File: src/rtl/msg_rom_if.sv
// Command/stream bundle between a text sink controller and msg_rom_streamer.
// The streamer takes commands, so it sits on the slave modport.
interface msg_rom_if #(
    parameter int DATA_W = 8,
    parameter int N_MSG  = 4
);
    localparam int SEL_W = (N_MSG > 1) ? $clog2(N_MSG) : 1;

    logic              i_start;
    logic [SEL_W-1:0]  i_msg_sel;
    logic              i_loop;
    logic              i_stop;
    logic              i_ready;
    logic              o_valid;
    logic [DATA_W-1:0] o_data;
    logic              o_busy;
    logic              o_done;

    modport master (
        output i_start, i_msg_sel, i_loop, i_stop, i_ready,
        input  o_valid, o_data, o_busy, o_done
    );

    modport slave (
        input  i_start, i_msg_sel, i_loop, i_stop, i_ready,
        output o_valid, o_data, o_busy, o_done
    );
endinterface

File: src/rtl/msg_rom_streamer.sv
// Streams one terminator-ended message out of a slotted synchronous-read ROM.
// ROM contents come from the packed INIT_IMAGE parameter (word k at bits k*DATA_W +: DATA_W).
module msg_rom_streamer #(
    parameter int                          DATA_W     = 8,
    parameter int                          N_MSG      = 4,
    parameter int                          SLOT_LEN   = 32,
    parameter logic [DATA_W-1:0]           TERM       = '0,
    parameter logic [N_MSG*SLOT_LEN*DATA_W-1:0] INIT_IMAGE = '0
) (
    input  logic     i_clock,
    input  logic     i_reset,
    msg_rom_if.slave bus
);
    localparam int DEPTH = N_MSG * SLOT_LEN;
    localparam int LW    = $clog2(SLOT_LEN);
    localparam int SW    = (N_MSG > 1) ? $clog2(N_MSG) : 1;
    localparam int AW    = (N_MSG > 1) ? SW + LW : LW;
    localparam logic [LW:0] OFF_END = (LW+1)'(SLOT_LEN);

    typedef enum logic [1:0] {IDLE, FETCH, SEND, DONE} state_e;

    logic [DATA_W-1:0] rom [DEPTH];
    logic [DATA_W-1:0] rom_q;
    logic [AW-1:0]     addr;
    logic [SW-1:0]     slot_q;
    logic [LW:0]       off_q;
    state_e            state_q;
    logic              busy_q;
    logic              done_q;
    logic              eom;

    for (genvar g = 0; g < DEPTH; g++) begin : g_rom
        assign rom[g] = INIT_IMAGE[g*DATA_W +: DATA_W];
    end

    // Offset is one bit wider than the slot index, so only its low bits address
    // the ROM; the fetch after the last word re-reads the slot start harmlessly.
    if (N_MSG > 1) begin : g_multi
        assign addr = {slot_q, off_q[LW-1:0]};
    end else begin : g_single
        assign addr = off_q[LW-1:0];
    end

    assign eom          = (rom_q == TERM) || (off_q == OFF_END);
    assign bus.o_valid  = (state_q == SEND) && !eom;
    assign bus.o_data   = bus.o_valid ? rom_q : '0;
    assign bus.o_busy   = busy_q;
    assign bus.o_done   = done_q;

    always_ff @(posedge i_clock) begin
        rom_q <= rom[addr];
        if (i_reset) begin
            state_q <= IDLE;
            slot_q  <= '0;
            off_q   <= '0;
            busy_q  <= 1'b0;
            done_q  <= 1'b0;
        end else begin
            done_q <= 1'b0;
            if (state_q != IDLE && bus.i_stop) begin
                state_q <= IDLE;
                busy_q  <= 1'b0;
            end else begin
                case (state_q)
                    IDLE: begin
                        if (bus.i_start && !bus.i_stop) begin
                            slot_q  <= SW'(bus.i_msg_sel);
                            off_q   <= '0;
                            state_q <= FETCH;
                            busy_q  <= 1'b1;
                        end
                    end
                    FETCH: state_q <= SEND;
                    SEND: begin
                        if (eom) begin
                            if (bus.i_loop) begin
                                off_q   <= '0;
                                state_q <= FETCH;
                            end else begin
                                state_q <= DONE;
                                done_q  <= 1'b1;
                            end
                        end else if (bus.i_ready) begin
                            off_q   <= off_q + (LW+1)'(1);
                            state_q <= FETCH;
                        end
                    end
                    DONE: begin
                        state_q <= IDLE;
                        busy_q  <= 1'b0;
                    end
                    default: state_q <= IDLE;
                endcase
            end
        end
    end
endmodule
File: src/flat_wrapper.sv
// flat-port wrapper written by rule: the top's interface ports become plain ports
module msg_rom_streamer_flat 
#(
    parameter int                          DATA_W     = 8,
    parameter int                          N_MSG      = 4,
    parameter int                          SLOT_LEN   = 32,
    parameter logic [DATA_W-1:0]           TERM       = '0,
    parameter logic [N_MSG*SLOT_LEN*DATA_W-1:0] INIT_IMAGE = '0
)
  (i_clock, i_reset, bus_i_start, bus_i_msg_sel, bus_i_loop, bus_i_stop, bus_i_ready, bus_o_valid, bus_o_data, bus_o_busy, bus_o_done);
  msg_rom_if #(.DATA_W(DATA_W), .N_MSG(N_MSG)) bus_i ();
  input  logic i_clock;
  input  logic i_reset;
  input wire logic [$bits(bus_i.i_start)-1:0] bus_i_start;
  input wire logic [$bits(bus_i.i_msg_sel)-1:0] bus_i_msg_sel;
  input wire logic [$bits(bus_i.i_loop)-1:0] bus_i_loop;
  input wire logic [$bits(bus_i.i_stop)-1:0] bus_i_stop;
  input wire logic [$bits(bus_i.i_ready)-1:0] bus_i_ready;
  output wire logic [$bits(bus_i.o_valid)-1:0] bus_o_valid;
  output wire logic [$bits(bus_i.o_data)-1:0] bus_o_data;
  output wire logic [$bits(bus_i.o_busy)-1:0] bus_o_busy;
  output wire logic [$bits(bus_i.o_done)-1:0] bus_o_done;
  assign bus_i.i_start = bus_i_start;
  assign bus_i.i_msg_sel = bus_i_msg_sel;
  assign bus_i.i_loop = bus_i_loop;
  assign bus_i.i_stop = bus_i_stop;
  assign bus_i.i_ready = bus_i_ready;
  assign bus_o_valid = bus_i.o_valid;
  assign bus_o_data = bus_i.o_data;
  assign bus_o_busy = bus_i.o_busy;
  assign bus_o_done = bus_i.o_done;
  msg_rom_streamer #(.DATA_W(DATA_W), .N_MSG(N_MSG), .SLOT_LEN(SLOT_LEN), .TERM(TERM), .INIT_IMAGE(INIT_IMAGE)) u_core (.i_clock(i_clock), .i_reset(i_reset), .bus(bus_i));
endmodule
File: config.mk
export PLATFORM = sky130hd
export DESIGN_NAME = msg_rom_streamer_flat
export DESIGN_NICKNAME = d
export VERILOG_FILES = /design/src/rtl/msg_rom_if.sv /design/src/rtl/msg_rom_streamer.sv /design/src/flat_wrapper.sv
export SDC_FILE = /design/constraint.sdc
export NUM_CORES = 1
export LEC_CHECK = 0
export CAP_MARGIN = 20
export CORE_AREA = 5 5 42 44
export CTS_BUF_LIST = sky130_fd_sc_hd__clkbuf_8
export CTS_CLUSTER_SIZE = 14
export DETAILED_ROUTE_END_ITERATION = 16
export DIE_AREA = 0 0 47 49
export PLACE_DENSITY = 0.56
export SETUP_SLACK_MARGIN = 0.3
export SKIP_CTS_REPAIR_TIMING = 1
export SLEW_MARGIN = 20
export SYNTH_ARGS = -nofsm -noshare
export SYNTH_HDL_FRONTEND = slang
export SYNTH_SLANG_ARGS = --single-unit
export TNS_END_PERCENT = 5
File: constraint.sdc
create_clock -name i_clock -period 2.55 [get_ports i_clock]
set_input_delay 0.3825 -clock i_clock [delete_from_list [all_inputs] [get_ports i_clock]]
set_output_delay 0.3825 -clock i_clock [all_outputs]
set_load 0.01 [all_outputs]
Word-level counts from Yosys, hierarchy flattened --
Memory sizes are Yosys's and may differ from the RTL's. A register that Yosys moved wholly into a read port is not among the register bits. Index checks and enable logic that the tools add are counted.
Storage, ports and cells: input port bits 8, bits in read-only memories 1024, memories kept 1, logic and storage cells 49, bits in registers 12, output and inout port bits 11
Memories:
- (name not given) | depth 128, width 8, rd ports 1, clocked after Yosys merged registers in 1, write ports 0, line msg_rom_streamer.sv:51 | rom_q <= rom[addr];
Cells by class: muxes and demuxes 14, bitwise logic cells 4, reduce and logical (&&, ||, !) cells 17, eq/ne operators 7, add/sub/neg operators 1
Operator list (number):
- two-way mux 6 bit | 4
- one-hot mux 6 bit (2 select lines) | 1
- logical NOT 8 bit | 1
- two-way mux 2 bit | 4
- two-way mux 8 bit | 1
- inverter 7 -> 8 bit | 1
- one-hot mux 2 bit (4 select lines) | 1
- adder 6 x 1 -> 6 bit, second input constant | 1
- == test 6 bit, second input constant | 1
- nonzero test 2 bit | 3
- AND reduction 5 bit | 1
- == test 2 bit, second input constant | 2
- AND reduction 2 bit | 2
- OR reduction 4 bit | 1
- logical AND 1 bit | 3
- inequality test 3 x 2 -> 1 bit, second input constant | 1
- inequality test 3 bit, second input constant | 1
- inverter 1 bit | 3
- AND reduction 3 bit | 1
- == test 2 x 1 -> 1 bit, second input constant | 1
- logical NOT 1 bit | 2
- logical NOT 2 bit | 1
- two-way mux 1 bit | 2
- inequality test 2 x 1 -> 1 bit, second input constant | 1
- other kinds (3) | 3

Depth between registers and ports, before layout --
word-level depth 5, gate-level depth with buffers 3, gate-level depth less buffers 3

Worst setup path before layout --
OpenSTA, ideal clock, no wires.
path type input to register, start input port bus_i_loop, end register u_core.state_q[1], arrival time 0.853 ns, required time 2.477 ns, path slack 1.624 ns, stages 3, library setup time 0.073 ns, buffers on the path 0, cells stage by stage nand2b_1 -> mux2_2 -> nor3_2
On the way: longest elaborated chain between the ends 3
Ends and longest elaborated chain:
- start, declared | line flat_wrapper.sv:16 | input wire logic [$bits(bus_i.i_loop)-1:0] bus_i_loop;
- two-way mux 2 bit | line msg_rom_streamer.sv:76 | if (bus.i_loop) begin
- two-way mux 2 bit | line msg_rom_streamer.sv:75 | if (eom) begin
- one-hot mux 2 bit (4 select lines) | line msg_rom_streamer.sv:64 | case (state_q)
- end signal, assigned | line msg_rom_streamer.sv:69 | state_q <= FETCH;
- end signal, assigned | line msg_rom_streamer.sv:78 | state_q <= FETCH;
- end signal, assigned | line msg_rom_streamer.sv:80 | state_q <= DONE;
- end, declared | line msg_rom_streamer.sv:27 | state_e state_q;
No other way between the ends. A chain may end at the register's enable or synchronous reset.

Worst setup path in the final report --
start register u_core.busy_q, in the netlist u_core.bus.o_busy, end output port bus_o_busy
RTL lines:
- start, declared | line msg_rom_streamer.sv:28 | logic busy_q;
- start signal, assigned | line msg_rom_streamer.sv:56 | busy_q <= 1'b0;
- start signal, assigned | line msg_rom_streamer.sv:62 | busy_q <= 1'b0;
- start signal, assigned | line msg_rom_streamer.sv:70 | busy_q <= 1'b1;
- end, declared | line flat_wrapper.sv:21 | output wire logic [$bits(bus_i.o_busy)-1:0] bus_o_busy;
No word-level cell between the ends.

==> out/summary.txt <==
share of cells above drive strength 1 - 14.7%
post-synthesis instance total - 26
CTS H-tree depth - 1
fin area - 310 µm²
max-slew violations - 0
WP buf/inv - 1
peak supply drop - 0.112 mV
CTS tree - done
leading cell type by number of instances after synthesis - buf_4
number of flops mapped to enable cells by yosys - 0
DRT iter0 DRCs - 0
WHS - 0.497 ns
unrepaired setup endpoints after global routing - no
sequential area share after synthesis - 35.4%
Clock Skew - 0.00144 ns
Cell Rows - 14
Sink Count - 4
startpoint types - flip-flop
via-per-instance ratio - 3.52
Total Power - 0.000222 W
ant diodes - 0
synthesized area - 226 µm²
Seq cells post-synth - 4
P_leak - 0.124 nW
Peak Freq - 0.679 GHz
HP Class - flip-flop to flip-flop
height of the die - 49 µm
setup tns final - 0 ns
Overflow after GRT - 0
RePlAce Congestion - 0.688
Hold Vio Cnt, Final - 0
Post-synth top cells - 9 x buf_4, 4 x dfxtp_1, 2 x nor2_1, 2 x nor4_1
Post-Place Cell Area - 269 µm²
core area - 0.00140 mm²
worst endpoint required time - 2.17 ns
pwr/cell area - 715 mW/mm²
WS Path Type - flip-flop to output port
die area - 0.00230 mm²
DR vias - 176
Clock Pin Slew Worst Setup and Hold Paths - 0.03 ns
max_cap viols - 0
Avg Inst Size Synth - 8.71 µm²
Worst setup EP type - output port
Top Family by Delay on Critical Path - buffers and inverters
Residual DRC - 0
Primary FF master, synth - dfxtp_1
Final Setup Violations - 0
outcome - finished, final reports clean
Ys Warns - 0
synthesis-to-layout area growth - 37.0%
dpl cells - 47
CP max stage delay - 0.54 ns
routed len/inst - 8.04 µm
asr flop ratio synth - 0%
Max FO, Critical Path - 3
Top Ports - 19
total wire length - 402 µm
largest net degree at the start of global routing - 6
DRT antenna net count - 0
clock buffer depth - 2
min Tclk post-route - 1.47 ns
non-filler cells, final - 50
synth top area cells - dfxtp_1 35%, buf_4 30%, nor4_1 5.5%
Critical-path top delay cell - clkdlybuf4s50_1
later-pin clock latency in the skew report - 0.22 ns
Yosys cell types - 13
Initial DRT Pass Iterations - 1
fin nets - 44
share of the synthesized area in the top cell type - 35.4%
initial antenna violation count - 0
IO buf count - 6
Layout fillers - 159
starting density of the core - 16.2%
CP Cell Sequence - clkdlybuf4s50_1
fin crit share - 57.7%
die outline width - 47 µm
Num CTS Buffers - 3
first-pass GRT wire length - 545 µm
Yosys top cell by area - dfxtp_1
vias in the first global route - 142
root buffer cell - clkbuf_8
Total GRT Usage - 3.94%
Data arrival, critical path - 1.09 ns
## registers in the layout, indices dropped and copies added (netlist names)
register	flops
u_core.bus.o_busy	1
u_core.bus.o_done	1
u_core.state_q	2
## logic make-up after synthesis
logic type      synth area share, %
compound gates                 4.42
buf+inv                        29.8
flops                          35.4
mux                            4.97
other cells                    1.66
simple gates                   23.8
## stage by stage
stage | worst slack (ns) | utilization, %
global placement | 1.20 | 19.2
global route | 1.05 | 22.1
finish | 1.08 | 22.1
CTS | 1.07 | 22.1
detailed placement | 1.18 | 19.2
floorplan | 1.62 | -
## metal layers
layer | vias up | global-route usage, % | share of wire, %
li1 | 86 | - | -
met1 | 73 | 3.73 | 34
met2 | 13 | 3.85 | 39
met3 | 4 | 1.48 | 18
met4 | 0 | 8.29 | 9.5
met5 | - | 0 | 0
## worst reg2reg max path: cells and delay by family (launching register included)
kind,cells,cell delay [ns]
and+or+nand+nor,1,0.09
muxes,1,0.36
DFF,1,0.38
## path summary, 6_finish.rpt
| kind | end | slack [ns] | cells after the start | startpoint |
|---|---|---|---|---|
| max | bus_o_busy | 1.08 | 1 | u_core.bus.o_busy |
| min | u_core.bus.o_busy | 0.50 | 2 | u_core.bus.o_busy |
| max reg2reg | u_core.state_q[1] | 1.66 | 2 | u_core.state_q[0] |
| min reg2reg | u_core.bus.o_busy | 0.50 | 2 | u_core.bus.o_busy |
## cells in the final DEF (no fill, tap or decap), drive strengths merged
cell type      netlist  layout
conb                 1       9
clkdlybuf4s50        0       6
dfxtp                4       4
clkbuf               0       3
nor4                 2       2
nor2                 2       2
nand2b               1       1
mux2                 1       1
nor3                 1       1
nor2b                1       1
o21ai                1       1
nand2                1       1
nand3b               1       1
a21oi                1       1
## power by group
group	switching (W)	internal [W]	total, W
logic	0.0000120	0.0000112	0.0000232
clock network	0.0000305	0.000100	0.000131
registers	0.00000209	0.0000655	0.0000676
total	0.0000446	0.000177	0.000222
## final cells by class
| cell class | instances | area [µm²] | share of cell area [%] |
|---|---|---|---|
| multi-input cells | 21 | 109 | 35.1 |
| flip-flops and latches | 4 | 80.1 | 25.8 |
| repair buffers | 6 | 60.1 | 19.4 |
| clock buffers | 3 | 41.3 | 13.3 |
| well taps | 16 | 20.0 | 6.45 |
No activity file was read; power rests on OpenSTA's default activity.
